File: src/rtl/grf_wb_queue.sv
// Writeback-side GRF write queue: FIFO of pending register writes drained one per cycle,
// with a combinational youngest-match lookup. Define GRF_WB_TRACE_EN to print each issued write.
module grf_wb_queue #(
   parameter int unsigned DEPTH = 4
) (
   input  logic                       clk,
   input  logic                       rst,
   input  logic                       in_valid,
   output logic                       in_ready,
   input  logic [4:0]                 in_addr,
   input  logic [31:0]                in_data,
   input  logic [31:0]                in_pc,
   input  logic                       drain_en,
   output logic                       grf_we,
   output logic [4:0]                 grf_a3,
   output logic [31:0]                grf_wd,
   output logic [31:0]                grf_pc,
   input  logic [4:0]                 chk_addr,
   output logic                       chk_pending,
   output logic [31:0]                chk_data,
   output logic [$clog2(DEPTH):0]     count
);

   localparam int unsigned PTR_W = $clog2(DEPTH);
   localparam int unsigned CNT_W = PTR_W + 1;

   typedef struct packed {
      logic [4:0]  addr;
      logic [31:0] data;
      logic [31:0] pc;
   } wb_entry_t;

   wb_entry_t        mem_q [DEPTH];
   wb_entry_t        mem_d [DEPTH];
   logic [PTR_W-1:0] wr_ptr_q, wr_ptr_d;
   logic [PTR_W-1:0] rd_ptr_q, rd_ptr_d;
   logic [CNT_W-1:0] count_q, count_d;
   logic             grf_we_q, grf_we_d;
   logic [4:0]       grf_a3_q, grf_a3_d;
   logic [31:0]      grf_wd_q, grf_wd_d;
   logic [31:0]      grf_pc_q, grf_pc_d;
   logic             push, pop;
   wb_entry_t        head;

   assign in_ready = rst && (count_q < CNT_W'(DEPTH));
   // Writes to $0 complete the handshake but are dropped here.
   assign push     = in_valid && in_ready && (in_addr != 5'd0);
   assign pop      = drain_en && (count_q != '0);
   assign head     = mem_q[rd_ptr_q];

   always_comb begin
      mem_d    = mem_q;
      wr_ptr_d = wr_ptr_q;
      rd_ptr_d = rd_ptr_q;
      count_d  = count_q + CNT_W'(push) - CNT_W'(pop);
      grf_we_d = 1'b0;
      grf_a3_d = grf_a3_q;
      grf_wd_d = grf_wd_q;
      grf_pc_d = grf_pc_q;
      if (push) begin
         mem_d[wr_ptr_q] = '{addr: in_addr, data: in_data, pc: in_pc};
         wr_ptr_d        = wr_ptr_q + PTR_W'(1);
      end
      if (pop) begin
         rd_ptr_d = rd_ptr_q + PTR_W'(1);
         grf_we_d = 1'b1;
         grf_a3_d = head.addr;
         grf_wd_d = head.data;
         grf_pc_d = head.pc;
      end
   end

   always_ff @(posedge clk) begin
      if (!rst) begin
         wr_ptr_q <= '0;
         rd_ptr_q <= '0;
         count_q  <= '0;
         grf_we_q <= 1'b0;
         grf_a3_q <= '0;
         grf_wd_q <= '0;
         grf_pc_q <= '0;
      end else begin
         wr_ptr_q <= wr_ptr_d;
         rd_ptr_q <= rd_ptr_d;
         count_q  <= count_d;
         grf_we_q <= grf_we_d;
         grf_a3_q <= grf_a3_d;
         grf_wd_q <= grf_wd_d;
         grf_pc_q <= grf_pc_d;
`ifdef GRF_WB_TRACE_EN
         if (pop) $display("@%h: $%d <= %h", head.pc, head.addr, head.data);
`endif
      end
   end

   // Storage needs no reset: occupancy alone decides which entries are live.
   always_ff @(posedge clk) begin
      mem_q <= mem_d;
   end

   // Walk oldest to youngest so the last match wins; the issue register is older than any entry.
   always_comb begin
      chk_pending = 1'b0;
      chk_data    = '0;
      if (grf_we_q && (grf_a3_q == chk_addr)) begin
         chk_pending = 1'b1;
         chk_data    = grf_wd_q;
      end
      for (int i = 0; i < DEPTH; i++) begin
         if ((CNT_W'(i) < count_q) &&
             (mem_q[PTR_W'(rd_ptr_q + PTR_W'(i))].addr == chk_addr)) begin
            chk_pending = 1'b1;
            chk_data    = mem_q[PTR_W'(rd_ptr_q + PTR_W'(i))].data;
         end
      end
      if (chk_addr == 5'd0) begin
         chk_pending = 1'b0;
         chk_data    = '0;
      end
   end

   assign grf_we = grf_we_q;
   assign grf_a3 = grf_a3_q;
   assign grf_wd = grf_wd_q;
   assign grf_pc = grf_pc_q;
   assign count  = count_q;

endmodule
File: config.mk
export PLATFORM = sky130hd
export DESIGN_NAME = grf_wb_queue
export DESIGN_NICKNAME = d
export VERILOG_FILES = /design/src/rtl/grf_wb_queue.sv
export SDC_FILE = /design/constraint.sdc
export NUM_CORES = 1
export LEC_CHECK = 0
export CORE_ASPECT_RATIO = 1.75
export CORE_MARGIN = 2
export CORE_UTILIZATION = 35
export CTS_CLUSTER_SIZE = 28
export DETAILED_ROUTE_END_ITERATION = 12
export SYNTH_ARGS = -nofsm -noshare
export SYNTH_HDL_FRONTEND = slang
export SYNTH_SLANG_ARGS = --single-unit
File: constraint.sdc
create_clock -name clk -period 4.9 [get_ports clk]
set_input_delay 0.98 -clock clk [delete_from_list [all_inputs] [get_ports clk]]
set_output_delay 0.98 -clock clk [all_outputs]
set_load 0.01 [all_outputs]
Word-level counts from Yosys, hierarchy flattened

Index checks and enable logic that the tools add are counted.
Widths: inputs -> output; s select.

Word-level logic and storage cells: 87
Bits of input ports: 78
Output and inout bits: 107
Flip-flop bits (word level): 353

Bitwise operators: 5
Add/subtract/negate cells: 6
Order comparisons: 11
Equal/unequal tests: 5
Reduce and logical (&&, ||, !) cells: 13
Mux-type cells: 28

Operator list:

| cell                | count |
|---|---|
| $mux 69             | 9 |
| $bmux 69 s2         | 4 |
| $bwmux 276          | 1 |
| $mux 32             | 6 |
| $demux 69 s2        | 1 |
| $eq 5x5->1          | 5 |
| $ge 3x3->1 const B  | 5 |
| $not 2->3           | 5 |
| $logic_and 1x1->1   | 10 |
| $mux 1              | 7 |
| $lt 1x3->1 const A  | 2 |
| $lt 2x3->1 const A  | 2 |
| $logic_not 5->1     | 1 |
| $reduce_bool 5->1   | 1 |
| $add 2x1->2 const B | 2 |
| $add 2x2->2 const B | 2 |
| $add 3x1->3         | 1 |
| $lt 3x1->1 const B  | 1 |
| $lt 3x3->1 const B  | 1 |
| $reduce_bool 3->1   | 1 |
| $sub 3x1->3         | 1 |

Longest topological paths before layout

Gate-level depths: netlist of run 1.

Depth in word-level cells: 11
Depth in mapped cells: 11
Mapped depth without buffers: 10

Worst setup path before layout of run 1

No wires, ideal clock.

Kind: input port to output port
Start point: input chk_addr[1]
End point: output chk_data[1]
Data required time: 3,920 ps
Arrival: 2,855 ps
Buffers on the path: 3
Stages on the path: 9
Path slack: 1,065 ps
Path through: clkbuf_1 xor2_1 nor4_1 and3_1 clkbuf_1 clkbuf_1 o211ai_1 a311o_1 a21oi_1

Cells in the longest elaborated chain, start to end: 8

Ends and longest elaborated chain:

| what                 | line | RTL |
|---|---|---|
| from (decl)          | 18   | `input logic [4:0] chk_addr,` |
| $eq 5x5->1           | 105  | `if (grf_we_q && (grf_a3_q == chk_addr)) begin` |
| $logic_and 1x1->1    | 105  |  |
| $mux 32              | 105  |  |
| $mux 32 (4 in a row) | 110  | `if ((CNT_W'(i) < count_q) &&` |
| $mux 32 *            | 116  | `if (chk_addr == 5'd0) begin` |
| to (decl)            | 20   | `output logic [31:0] chk_data,` |

Every way passes the cells marked *; elsewhere a longest branch is shown, timed or not.

Worst setup path after layout of run 1

Start point: input chk_addr[1]
End point: output chk_data[8]

The elaborated chain is that of the path after synthesis.

==> out/metrics.yaml, run 1 <==
status: "finished clean"
post_synth.cell_area_avg_um2: 15.14
ctsHoldBuffers: 0
pre_cts_ws_ns: 0.1167
reg2reg_slack_ns: 2.15
setup_viol: 0
cp-start-kind: "input port"
die_x_um: 174.1
grtUsageMet1: 0.1776
r2r.worst_path.cells: 10
finalWorstSetupSlack_ns: 0.1093
crit_required_ns: 3.92
synthFlopType: "edfxtp_1"
criticalPathCategory: "input port to primary output"
yosysUniqueCellTypes: 47
start_util: 0.3523
final_nets: 1416
timing.setup.tns_ns: 0
placed_cells: 1955
clk_pin_slew_ns: 0.06
syn_nets: 1258
maxCapViolCount: 0
synthMuxAreaShare: 0.2273
worstHoldPathType: "register to register"
grt_overflow: 0
die-area_mm2: 0.05254
switching_share: 0.3044
grt_pass1_vias: 12040
numPortBuffers: 184
clkPwrFrac: 0.299
syn_area_mm2: 0.01773
tightestPinTransition_ns: 1.053
slew_viol_final: 0
routed_via_density: 5.551
synth_adder_area_share: 0.006776
worst_slew_margin_rel: 0.2980
gp_congestion: 0.8231
grt_max_degree: 123
grt_use_total: 0.1801
crit_path_max_fanout: 28
drc: 0
antenna_found_initial: 4
grtUsageMet3: 0.03026
drt_pre_antenna_iters: 5
layout.cells.non_filler: 2026
fmax_ghz: 0.2087
ys_ff_latch: 353
drt_wl_total_mm: 47.55
row_count: 109
final_hold_viol_count: 0
yosys.area_share.simple: 0.06451
holdWs_ns: 0.4550
post-route-period-util: 0.9777
synth_top_area_frac: 0.4675
hpwl_mm: 30.79
p_leak_nw: 6.530
clk_latency_ns: 0.54
grt_pass1_wl_mm: 71.39
cts_tree: "built"
synthTopCellsByCount: "edfxtp_1, mux4_2, nand2_1, dfxtp_1, a21boi_1"
drt-initial-drc-count: 486
grt-busiest-layer: "met2"
wl_per_cell_um: 23.47
end_kind: "primary output"
power_switching_mw: 3.019
grt_use_met2: 0.3544
coreArea_mm2: 0.05032
skew_ns: 0.01535
clk_path_buf_depth: 3
yosys.area_share.xor_xnor: 0.01433
rsz0062_at_grt: "false"
arrival_ns: 3.81
synth_top_family_by_area: "multiplexers"
yosysMostFrequentCell: "edfxtp_1"
internal_power_mw: 6.899
synth_compound_area_frac: 0.09712
synth_edf_count: 276
yosys_warnings: 0
async_flop_share: 0
dr_total_vias: 11247
synth.area.top_cells: "edfxtp_1, mux4_2, dfxtp_1"
cts-buffers-inserted: 37
comb_power_share: 0.328
fin_crit_ns: 4.791
power_frac_seq: 0.373
cts.root.buffer_cell: "clkbuf_16"
ir_worst_vdd_v: 0.0003179
ios: 185
ys_seq_area_frac: 0.5545
yosysTopAreaCell: "edfxtp_1"
syn_inst: 1171
die_y_um: 301.7
antenna_left: 0
htreeDepth: 2
areaGrowthSynthToFinish_pct: 22.37
powerDensity_mw_per_mm2: 457.2
holdPathStages: 2
drive_gt1_frac: 0.2417
cts_sinks: 353
[through the flow]
step,area (um2),util,total power [mW]
after floorplan,17730,-,5.928
after global placement,20400,0.4053,6.990
after detailed placement,20400,0.4053,7.040
after CTS,21680,0.4307,10.06
after global routing,21690,0.4310,10.39
final,21690,0.4311,9.918
[cell type report]
type / instances / area, um2
diodes: 3 / 7.507
clock inverters: 23 / 302.8
multi-input cells: 697 / 7317
inverters: 10 / 38.79
flip-flops and latches: 353 / 9837
clock buffers: 44 / 962.2
fillers: 4505 / 28630
well taps: 666 / 833.3
repair buffers: 230 / 2395
[cell usage in the layout (no fill, tap or decap), types with 6 or more instances in the layout]
cell type and n:
xnor2_1 24, clkbuf_16 37, clkbuf_1 6, nand2_1 146
a21boi_0 15, o211ai_1 31, a21oi_2 27, buf_4 29
nand3b_1 31, ha_1 8, a21boi_1 53, inv_1 9
dfxtp_1 75, o21ai_1 32, edfxtp_1 276, buf_12 16
clkinv_2 6, mux4_2 178, nor3_1 34, and2_1 8
a21oi_1 38, bufinv_16 7, a311o_1 31, clkdlybuf4s50_1 182
[worst max-delay path: stages]
cell             delay (ns)
clkdlybuf4s50_1        0.54
xor2_1                 0.19
nor4_1                 0.30
and3_2                 0.26
buf_12                 0.21
buf_4                  0.18
o211ai_1               0.10
a311o_1                0.34
a21oi_2                0.14
clkdlybuf4s50_1        0.55
[timing repair]
action                     in CTS  in global routing
setup endpoints to repair      24                 26
buffers inserted                1                  0
resized for setup               1                  4
[power groups by stage]
stage                     Clock (mW)  Sequential, mW  Combinational [mW]
after floorplan                    0            3.75                2.18
after global routing            3.16            3.73                3.50
final                           2.97            3.70                3.25
after detailed placement           0            3.78                3.26
after CTS                       3.06            3.70                3.29
after global placement             0            3.77                3.22
[flip-flops by register name, summed over array words and instances (netlist names)]
| name | cells |
|---|---|
| count | 3 |
| grf_a3 | 5 |
| grf_pc | 32 |
| grf_wd | 32 |
| grf_we | 1 |
| mem_q | 276 |
| rd_ptr_q | 2 |
| wr_ptr_q | 2 |
[routing by layer]
metal / up-vias / routed length [um] / share of wire
met3: 131 / 2185 / 0.046
met1: 5762 / 16250 / 0.34
li1: 5006 / - / -
met4: 4 / 2173 / 0.046
met2: 344 / 26920 / 0.57
met5: - / 27 / 0.00057
[path summary, 6_finish.rpt]
path                               start                endpoint
setup / recovery             chk_addr[1]             chk_data[8]
hold / removal    grf_pc[4]$_SDFFE_PN0P_  grf_pc[4]$_SDFFE_PN0P_
setup reg to reg     count[2]$_SDFF_PN0_     count[2]$_SDFF_PN0_
hold reg to reg   grf_pc[4]$_SDFFE_PN0P_  grf_pc[4]$_SDFFE_PN0P_
[kinds of logic after synthesis]
| kind of cell | count (synthesis) |
|---|---|
| AO/OA/AOI/OAI | 238 |
| XOR/XNOR | 29 |
| adder cells (fa/ha/maj) | 9 |
| buffers and inverters | 121 |
| flip-flops | 353 |
| multiplexers | 180 |
| AND/OR/NAND/NOR | 241 |
Power figures use the tool's default switching activity.
==> run 2: changes to the inputs <==
--- a/config.mk
+++ b/config.mk
@@ -10,6 +10,8 @@
 export CORE_UTILIZATION = 35
 export CTS_CLUSTER_SIZE = 28
 export DETAILED_ROUTE_END_ITERATION = 12
+export MAX_ROUTING_LAYER = met4
+export RECOVER_POWER = 100
 export SYNTH_ARGS = -nofsm -noshare
 export SYNTH_HDL_FRONTEND = slang
 export SYNTH_SLANG_ARGS = --single-unit
==> run 2 against run 1 <==
Net effect: critical endpoint is now chk_data[12]; global-route usage grew 0.55 points; the flow now finishes with violations (capacitance limit, slew limit); hold slack is essentially flat; setup slack lost 0.076 ns; combinational power shrank 3%; core utilization shrank 0.19 points.
==> out/metrics.yaml, run 2 (synthesized netlist as in run 1, its figures left out) <==
start_util: 0.3523
hold_path_end: "grf_pc[23]$_SDFFE_PN0P_"
status: "complete, but fails checks"
gp_congestion: 0.8355
drt-initial-drc-count: 509
clk_pin_slew_ns: 0.06
final_nets: 1416
skew_ns: 0.01432
cpPeakStageDelay_ns: 0.61
worst_slew_margin_rel: -1.086
multi_input_area_mm2: 0.007271
largest_reg_flops: 276
fillers: 4525
worstHoldPathType: "register to register"
cp-start-kind: "input port"
p_leak_nw: 6.683
drt_wl_total_mm: 47.62
antenna_found_initial: 11
mostFrequentLayoutCell: "edfxtp_1"
crit_path_max_fanout: 28
ios: 185
powerDensity_mw_per_mm2: 454.7
hpwl_mm: 30.79
crit_required_ns: 3.92
rr_startpoint: "count[2]$_SDFF_PN0_"
arrival_ns: 3.89
fmax_ghz: 0.2055
grt_pass1_wl_mm: 71.37
routed_via_density: 5.586
rsz0062_at_grt: "false"
p_total_mw: 9.821
numPortBuffers: 184
final_cell_mix: "edfxtp_1, mux4_2, nand2_1"
cts_tree: "built"
final_hold_viol_count: 0
die_y_um: 301.7
clk_latency_ns: 0.54
antenna_left: 0
end_kind: "primary output"
htreeDepth: 2
wl_per_cell_um: 23.43
drt_pre_antenna_iters: 4
tightestPinTransition_ns: 3.129
slew_viol_final: 207
cts_sinks: 353
path_buf_inv: 4
fin_crit_ns: 4.867
cts-buffers-inserted: 37
row_count: 109
grt_pass1_vias: 12038
slowest_stage: "dlygate4sd3_1"
violations: "capacitance limit, slew limit"
coreArea_mm2: 0.05032
reg2reg_slack_ns: 0.89
cts.root.buffer_cell: "clkbuf_16"
path_cells: "clkdlybuf4s50_1 > xor2_1 > nor4_1 > and3_2 > buf_12 > buf_4 > o211ai_1 > a311o_1 > a21oi_2 > dlygate4sd3_1"
grt_use_total: 0.1857
criticalPathCategory: "input port to primary output"
die_x_um: 174.1
hold_start: "grf_pc[23]$_SDFFE_PN0P_"
drc: 0
setup_viol: 0
dr_total_vias: 11351
maxCapViolCount: 7
ctsHoldBuffers: 0
top_register: "mem_q"
r2r_end: "mem_q[165]$_DFFE_PP_"
grt_overflow: 0
grt_max_degree: 123
ir_worst_vdd_v: 0.0003145
r2r.worst_path.cells: 5
areaGrowthSynthToFinish_pct: 21.85
die-area_mm2: 0.05254
post-route-period-util: 0.9933
holdPathStages: 2
drive_gt1_frac: 0.2299
critical_path.top_delay_family: "buffers and inverters"
seq_area_mm2: 0.009837
timing.setup.tns_ns: 0
clk_path_buf_depth: 3
run 2: metal layers:
layer | track usage | up-vias | share of wire
met4 | 0.09564 | 0 | 0.044
li1 | - | 5016 | -
met3 | 0.02925 | 134 | 0.046
met5 | - | - | 0
met1 | 0.1783 | 5845 | 0.34
met2 | 0.3544 | 356 | 0.57
run 2: through the flow:
stage	hold slack [ns]	setup WS [ns]	instance area (um2)	utilization	instances
2_1_floorplan	0.4690	1.065	17730	-	1171
3_3_place_gp	0.4440	0.1308	20400	0.4053	1955
3_5_place_dp	0.4462	0.1167	20400	0.4053	1955
4_1_cts	0.4548	0.01451	21680	0.4307	2023
5_1_grt	0.4879	0.008697	21600	0.4292	2031
6_report	0.4549	0.03287	21600	0.4292	2032
run 2: worst register-to-register path, delay by kind of cell, from the launching register on:
kind / cells / cell delay (ns)
compound gates: 1 / 0.56
flops: 1 / 0.37
buf+inv: 1 / 0.81
simple gates: 3 / 1.86
run 2: layout make-up:
type / instances / area share
Clock inverter: 23 / 0.01402
Antenna cell: 9 / 0.001043
Inverter: 10 / 0.001796
Sequential cell: 353 / 0.4554
Clock buffer: 44 / 0.04455
Tap cell: 666 / 0.03858
Multi-Input combinational cell: 697 / 0.3366
Timing Repair Buffer: 230 / 0.1080
run 2: how the worst max path moves through the flow:
stage                        end                      from  cells after the start
finish              chk_data[12]               chk_addr[1]                     10
global route        chk_data[14]  rd_ptr_q[1]$_SDFFE_PN0P_                     10
CTS                  chk_data[1]  rd_ptr_q[1]$_SDFFE_PN0P_                      9
detailed placement   chk_data[5]               chk_addr[2]                     10
global placement     chk_data[8]               chk_addr[2]                     10
floorplan            chk_data[1]               chk_addr[1]                      9
run 2: repair_timing:
item                                    CTS  global route
endpoints found under the setup margin   24            26
hold endpoints to repair                  0             0
buffers inserted                          1             0
resized for setup                         1             4
run 2: report_power, final:
| group | total (mW) | internal [mW] | switching [mW] |
|---|---|---|---|
| clock network | 2.97 | 1.78 | 1.19 |
| logic | 3.16 | 1.55 | 1.61 |
| registers | 3.69 | 3.49 | 0.195 |
==> run 3: changes to the inputs <==
--- a/config.mk
+++ b/config.mk
@@ -12,6 +12,7 @@
 export DETAILED_ROUTE_END_ITERATION = 12
 export MAX_ROUTING_LAYER = met4
 export RECOVER_POWER = 100
+export SETUP_SLACK_MARGIN = 0.2
 export SYNTH_ARGS = -nofsm -noshare
 export SYNTH_HDL_FRONTEND = slang
 export SYNTH_SLANG_ARGS = --single-unit
==> run 3 against run 2 <==
Net effect: the flow still finishes with violations (capacitance limit, slew limit); die area unchanged; routed wire length is 1.9% higher; sequential power hardly changed; first-iteration DRC count fell by 0.59%; highest routed layer unchanged.
==> out/metrics.yaml, run 3 (synthesized netlist as in run 1, its figures left out) <==
criticalPathCategory: "input port to primary output"
gp_congestion: 0.8355
pre_cts_ws_ns: 0.1167
rsz0062_at_grt: "true"
dr_total_vias: 11374
grt_overflow: 0
numPortBuffers: 184
clk_pin_slew_ns: 0.06
cts_sinks: 353
final_cell_mix: "edfxtp_1, mux4_2, dlygate4sd3_1"
drt_wl_total_mm: 48.51
die_y_um: 301.7
drt-initial-drc-count: 506
placed_cells: 1955
reg2reg_slack_ns: 0.91
cts-buffers-inserted: 37
powerDensity_mw_per_mm2: 454.6
drc: 0
coreArea_mm2: 0.05032
htreeDepth: 2
clk_latency_ns: 0.54
worst_slew_margin_rel: -0.6473
final_hold_viol_count: 0
grt_use_total: 0.1863
top_register: "mem_q"
skew_ns: 0.01353
fmax_ghz: 0.2092
cts.root.buffer_cell: "clkbuf_16"
start_util: 0.3523
arrival_ns: 3.80
routed_via_density: 5.575
place_area_mm2: 0.02040
crit_required_ns: 3.92
p_total_mw: 9.913
hpwl_mm: 30.79
final_nets: 1425
violations: "capacitance limit, slew limit"
antenna_found_initial: 11
slew_viol_final: 199
tightestPinTransition_ns: 2.471
grt_max_degree: 123
finish.instance_area_mm2: 0.02181
holdWs_ns: 0.4541
worstHoldPathType: "register to register"
fin_crit_ns: 4.780
wl_per_cell_um: 23.78
cts_tree: "built"
end_kind: "primary output"
die-area_mm2: 0.05254
status: "complete, but fails checks"
mostFrequentLayoutCell: "edfxtp_1"
die_x_um: 174.1
drt_pre_antenna_iters: 5
row_count: 109
largest_reg_flops: 276
antenna_left: 0
cp-start-kind: "input port"
post-route-period-util: 0.9755
ir_worst_vdd_v: 0.0003171
clk_path_buf_depth: 3
areaGrowthSynthToFinish_pct: 23.02
finalWorstSetupSlack_ns: 0.1200
p_leak_nw: 6.910
final_util: 0.4334
setup_viol: 0
layout.cells.non_filler: 2040
maxCapViolCount: 7
crit_path_max_fanout: 14
ios: 185
timing.setup.tns_ns: 0
drive_gt1_frac: 0.2394
grt_pass1_wl_mm: 71.59
ctsHoldBuffers: 0
grt_pass1_vias: 12063
-- run 3: changes by cell type in the layout (fill, tap and decap cells not counted), sizes merged --
cell           before  now
bufbuf              0    1
dlygate4sd3       145  153
clkdlybuf4s25       0    1
dlymetal6s2s        0    6
diode               9    8
clkdlybuf4s50      37   17
clkbuf             56   54
buf                36   47
dlygate4sd2         0    4
-- run 3: layout make-up --
class                           count  area (um2)
Antenna cell                        8       20.02
Clock buffer                       44       962.2
Clock inverter                     23       302.8
Fill cell                        4496       28520
Inverter                           10       38.79
Multi-Input combinational cell    697        7310
Sequential cell                   353        9837
Tap cell                          666       833.3
Timing Repair Buffer              239        2505
-- run 3: final timing paths --
check,from,end,cells past startpoint
worst max-delay path,chk_addr[3],chk_data[19],9
worst min-delay path,grf_pc[23]$_SDFFE_PN0P_,grf_pc[23]$_SDFFE_PN0P_,2
worst max register to register,count[2]$_SDFF_PN0_,mem_q[186]$_DFFE_PP_,5
worst min register to register,grf_pc[23]$_SDFFE_PN0P_,grf_pc[23]$_SDFFE_PN0P_,2
-- run 3: report_power, final --
| group | switching (mW) | internal (mW) |
|---|---|---|
| clock network | 1.19 | 1.78 |
| logic | 1.68 | 1.59 |
| registers | 0.176 | 3.49 |
| total | 3.04 | 6.87 |
-- run 3: worst max-delay path, stage by stage --
cell,delay (ns)
clkdlybuf4s50_1,0.51
xor2_1,0.19
nor4_1,0.20
and3_1,0.40
bufbuf_16,0.36
o211ai_1,0.10
a311o_1,0.34
a21oi_2,0.11
dlygate4sd3_1,0.60
-- run 3: timing repair --
action / 4_1_cts / 5_1_grt
hold endpoints to repair: 0 / 0
setup endpoints to repair: 33 / 27
setup buffers: 4 / 4
pin swaps: 2 / 1
gates resized for setup: 10 / 16
cloned: 1 / 1
-- run 3: per-layer routing --
layer | up-vias | part of all wire | GRT usage
li1 | 5035 | - | -
met1 | 5848 | 0.34 | 0.1781
met2 | 341 | 0.56 | 0.3568
met3 | 150 | 0.046 | 0.02925
met4 | 0 | 0.048 | 0.09544
met5 | - | 0 | -
